==> config.mk <==
export PLATFORM = sky130hd
export DESIGN_NAME = display_scan_mux_flat
export DESIGN_NICKNAME = d
export VERILOG_FILES = /design/src/rtl/display_scan_mux_if.sv /design/src/rtl/display_scan_mux.sv /design/src/flat_wrapper.sv
export SDC_FILE = /design/constraint.sdc
export NUM_CORES = 1
export LEC_CHECK = 0
export CAP_MARGIN = 20
export CORE_MARGIN = 2
export CORE_UTILIZATION = 45
export DETAILED_ROUTE_END_ITERATION = 6
export GPL_TIMING_DRIVEN = 0
export PLACE_DENSITY = 0.7
export SLEW_MARGIN = 40
export SYNTH_ARGS = -nofsm -noshare
export SYNTH_HDL_FRONTEND = slang
export SYNTH_SLANG_ARGS = --single-unit
==> constraint.sdc <==
create_clock -name clk -period 1.79 [get_ports clk]
set_input_delay 0.179 -clock clk [delete_from_list [all_inputs] [get_ports clk]]
set_output_delay 0.179 -clock clk [all_outputs]
set_load 0.1 [all_outputs]
==> src/rtl/display_scan_mux_if.sv <==
// Display feed bundle: load/value from the producer, scanned digit outputs back.
// The scanner owns the slave side; the producer or bench owns the master side.
interface display_scan_mux_if #(
  parameter int DIGITS = 4
);
  logic                  load;
  logic [4*DIGITS-1:0]   value;
  logic [3:0]            bcd;
  logic [DIGITS-1:0]     digit_en;
  logic                  blank;
  logic                  busy;

  modport master (
    output load, value,
    input  bcd, digit_en, blank, busy
  );

  modport slave (
    input  load, value,
    output bcd, digit_en, blank, busy
  );
endinterface

==> src/rtl/display_scan_mux.sv <==
// Time-multiplexed hex scanner with double-buffered value, applied only at scan wrap.
// Optional leading-zero blanking when DISPLAY_SCAN_MUX_LZB_EN is defined.
module display_scan_mux #(
  parameter int DIGITS   = 4,
  parameter int PRESCALE = 1000,
  parameter int GAP      = 2
) (
  input  logic               clk,
  input  logic               nreset,
  display_scan_mux_if.slave  bus
);
  localparam int CW = $clog2(PRESCALE);
  localparam int IW = (DIGITS > 1) ? $clog2(DIGITS) : 1;
  localparam int VW = 4 * DIGITS;

  logic [CW-1:0]     cnt;
  logic [IW-1:0]     idx;
  logic [VW-1:0]     disp;
  logic [VW-1:0]     pend;
  logic              pending;
  logic              tick;
  logic              wrap;
  logic [DIGITS-1:0] sup;
  logic [3:0]        nib;
  logic              sup_cur;
  logic              lit;

  assign tick = (cnt == CW'(PRESCALE - 1));
  assign wrap = tick && (idx == IW'(DIGITS - 1));

  always_ff @(posedge clk or negedge nreset) begin
    if (!nreset) begin
      cnt     <= '0;
      idx     <= '0;
      disp    <= '0;
      pend    <= '0;
      pending <= 1'b0;
    end else begin
      cnt <= tick ? '0 : cnt + CW'(1);
      if (tick) begin
        idx <= (idx == IW'(DIGITS - 1)) ? '0 : idx + IW'(1);
      end
      // A load landing on the wrap cycle goes straight to the display and drops any pending value.
      if (wrap && bus.load) begin
        disp    <= bus.value;
        pending <= 1'b0;
      end else if (wrap && pending) begin
        disp    <= pend;
        pending <= 1'b0;
      end else if (!wrap && bus.load) begin
        pend    <= bus.value;
        pending <= 1'b1;
      end
    end
  end

`ifdef DISPLAY_SCAN_MUX_LZB_EN
  logic upper_zero;

  always_comb begin
    sup        = '0;
    upper_zero = 1'b1;
    for (int i = DIGITS - 1; i > 0; i--) begin
      upper_zero = upper_zero & (disp[4*i +: 4] == 4'h0);
      sup[i]     = upper_zero;
    end
  end
`else
  assign sup = '0;
`endif

  always_comb begin
    nib     = '0;
    sup_cur = 1'b0;
    for (int i = 0; i < DIGITS; i++) begin
      if (idx == IW'(i)) begin
        nib     = disp[4*i +: 4];
        sup_cur = sup[i];
      end
    end
  end

  // Gating with nreset keeps every digit dark during reset even for a zero-length gap.
  assign lit = nreset && (cnt >= CW'(GAP)) && !sup_cur;

  always_comb begin
    bus.digit_en = '1;
    for (int i = 0; i < DIGITS; i++) begin
      bus.digit_en[i] = ~(lit && (idx == IW'(i)));
    end
  end

  assign bus.bcd   = nib;
  assign bus.blank = ~lit;
  assign bus.busy  = pending;
endmodule

==> src/flat_wrapper.sv <==
// flat-port wrapper written by rule: the top's interface ports become plain ports
module display_scan_mux_flat 
#(
  parameter int DIGITS   = 4,
  parameter int PRESCALE = 1000,
  parameter int GAP      = 2
)
  (clk, nreset, bus_load, bus_value, bus_bcd, bus_digit_en, bus_blank, bus_busy);
  display_scan_mux_if #(.DIGITS(DIGITS)) bus_i ();
  input  logic clk;
  input  logic nreset;
  input wire logic [$bits(bus_i.load)-1:0] bus_load;
  input wire logic [$bits(bus_i.value)-1:0] bus_value;
  output wire logic [$bits(bus_i.bcd)-1:0] bus_bcd;
  output wire logic [$bits(bus_i.digit_en)-1:0] bus_digit_en;
  output wire logic [$bits(bus_i.blank)-1:0] bus_blank;
  output wire logic [$bits(bus_i.busy)-1:0] bus_busy;
  assign bus_i.load = bus_load;
  assign bus_i.value = bus_value;
  assign bus_bcd = bus_i.bcd;
  assign bus_digit_en = bus_i.digit_en;
  assign bus_blank = bus_i.blank;
  assign bus_busy = bus_i.busy;
  display_scan_mux #(.DIGITS(DIGITS), .PRESCALE(PRESCALE), .GAP(GAP)) u_core (.clk(clk), .nreset(nreset), .bus(bus_i));
endmodule
==> out/metrics.cfg <==
[logic_synthesis]
async_flop_share_pct=100
synth_edf_count=0
yosysTopAreaCell=dfrtp_1
yosysSeqAreaShare_pct=50.2
yosys-top-cells-count=45 x dfrtp_1, 30 x nand2_1, 17 x o21ai_0
ys_ff_latch=45
ys_top_cells_by_area=dfrtp_1 50%, mux2i_1 7.1%, mux2_4 6.7%
syn-num-nets=230
syn_inst=205
synthFlopType=dfrtp_1
syn_avg_cell_area_sq_um=10.9
synth_most_common_cell=dfrtp_1
yosysWarnings=0
synth_top_area_share_pct=50.2
synth_cell_type_count=36
synthesis.area_sq_um=2240

[worst_setup_path]
cp-end-kind=flop
cp-startpoint=u_core.cnt[1]
regToRegSetupSlack_ps=-160
crit_end=u_core.pend[8]
cp-start-kind=flop
worst-setup-path-type=flop to flop
r2r_end=u_core.pend[8]
reg2regPathDepth=6
crit_path_max_fanout=10
worst_ep_required_time_ps=1970
reg2reg_from=u_core.cnt[1]
cp.arrival_ps=2130

[place]
dp_hpwl_um=3170
place_congestion=0.875
placedCellCount=300
place_area_sq_um=2630
io_buffers=27
place_ws_ps=-352

[clock_tree]
cts_tree=done
root_buffer=clkbuf_8
cts_buffers=5
clkSinkCount=45
cts_max_level=2
clkTransAtPathRegs_ps=80
worstSkewPairLatency_ps=300
clockBufferDepth=2

[floorplanning]
coreArea_sq_um=4750
die_height_um=74.6
dieArea_sq_um=5570
io_pins=29
die_w_um=74.6
placementRows=25
initial_core_util_pct=47.2

[run_status]
status=finished with violations
violations=setup timing

[timing]
tns_ps=-4780
min_period_ps=1950
fin_skew_ps=8.07
fmax_mhz=513
setup_viol=42
setup_ws_ps=-161
tightest_slew_ps=799
slew_viol_final=0
fin_crit_sh_pct=109
hold_viol=0
relSlewSlack_pct=46.7
holdWs_ps=230
rsz0062_at_grt=yes

[layout]
diodes=0
final_area_sq_um=3230
drive_gt1_share_pct=43.5
nNetsFinal=279
area_growth_pct=44.1
final_util_pct=68.0
finalNonFillerCells=322

[power]
ir_drop_v=0.000547
finalPower_mw=1.96
power_density_nw_per_um2=608
p_leak_nw=1.41

[drt]
firstDrtPassIters=4
wl_per_cell_um=15.6
routed_wirelength_um=5020
route.vias.total=1699
ant_nets=0
drt-vias-per-instance=5.28
drt_iter0_markers=143
drc=0

[global_route]
grt_util_all_layers_pct=19.5
first_global_vias=1643
grt_pass1_wl_um=8020
grt_max_degree=41
overflow=0
antenna_found_initial=0

[worst_hold_path]
hold_class=input port to async pin

[flow_run]
maxCapViolations=0

-- state kept, by name, summed over array words and instances (netlist names) --
| name | count |
|---|---|
| u_core.bus.busy | 1 |
| u_core.cnt | 10 |
| u_core.disp | 16 |
| u_core.idx | 2 |
| u_core.pend | 16 |
-- critical path, stage by stage (launching register included) --
cell	delay [ps]
dfrtp_2	440
ha_4	150
nand4_1	120
or4_4	560
nand2_8	110
buf_12	150
mux2_4	300
-- power by group --
| part | leakage (nW) | switching, mW | internal, mW |
|---|---|---|---|
| Combinational | 0.795 | 0.103 | 0.136 |
| Sequential | 0.565 | 0.0195 | 1.05 |
| Clock | 0.0512 | 0.341 | 0.313 |
-- per-layer routing --
metal | part of all wire [%] | global-route usage, %
met1 | 47 | 26.1
met2 | 47 | 30.9
met4 | 2.1 | 7.94
met3 | 4.0 | 4.47
met5 | 0 | 0
-- how the worst min path moves through the flow --
stage	startpoint	end	slack, ps	depth (start not counted)
floorplan	nreset	u_core.bus.busy	-120	0
global placement	u_core.disp[13]	u_core.disp[13]	460	2
CTS	nreset	u_core.cnt[3]	220	2
detailed placement	nreset	u_core.cnt[3]	8	1
finish	nreset	u_core.cnt[3]	230	2
global route	nreset	u_core.cnt[3]	240	2
-- cell type report --
class,instances,area (sq um)
buffer,7,83.8
inverter,6,22.5
multi-input combinational,145,1280
tap,67,83.8
fill,361,1520
sequential,45,1130
clock buffer,6,82.6
clock inverter,2,13.8
timing repair buffer,44,533
-- logic make-up after synthesis --
logic type / Yosys count / share of synthesized area, %
AO/OA/AOI/OAI: 38 / 9.20
XOR/XNOR: 5 / 1.95
adder cells (fa/ha/maj): 6 / 3.35
buffers and inverters: 15 / 4.18
flip-flops: 45 / 50.2
multiplexers: 32 / 16.8
AND/OR/NAND/NOR: 64 / 14.3
-- placed cells by master (no fill, tap or decap), drive strengths merged, types with 2 or more instances in the layout --
cell type      instances
o22a                   2
buf                   31
and4                   2
a31oi                  2
inv                    6
o21ai                 23
ha                     6
mux2                  16
xor2                   3
nor4                   2
nand2                 31
nand3b                 4
clkdlybuf4s50         16
dfrtp                 45
a21oi                  9
xnor2                  2
mux2i                 16
nand3                  4
clkbuf                 9
nand4                  3
clkinv                 2
nor2                   9
and3                   3
or4                    2
-- timing repair --
item	CTS	global route
setup endpoints to repair	41	47
hold buffers	1	0
pin swaps	10	9
hold endpoints to repair	45	0
setup buffers	12	1
resized for setup	78	31
gates cloned	0	2
Note: power is estimated with default switching activity, not from simulation.
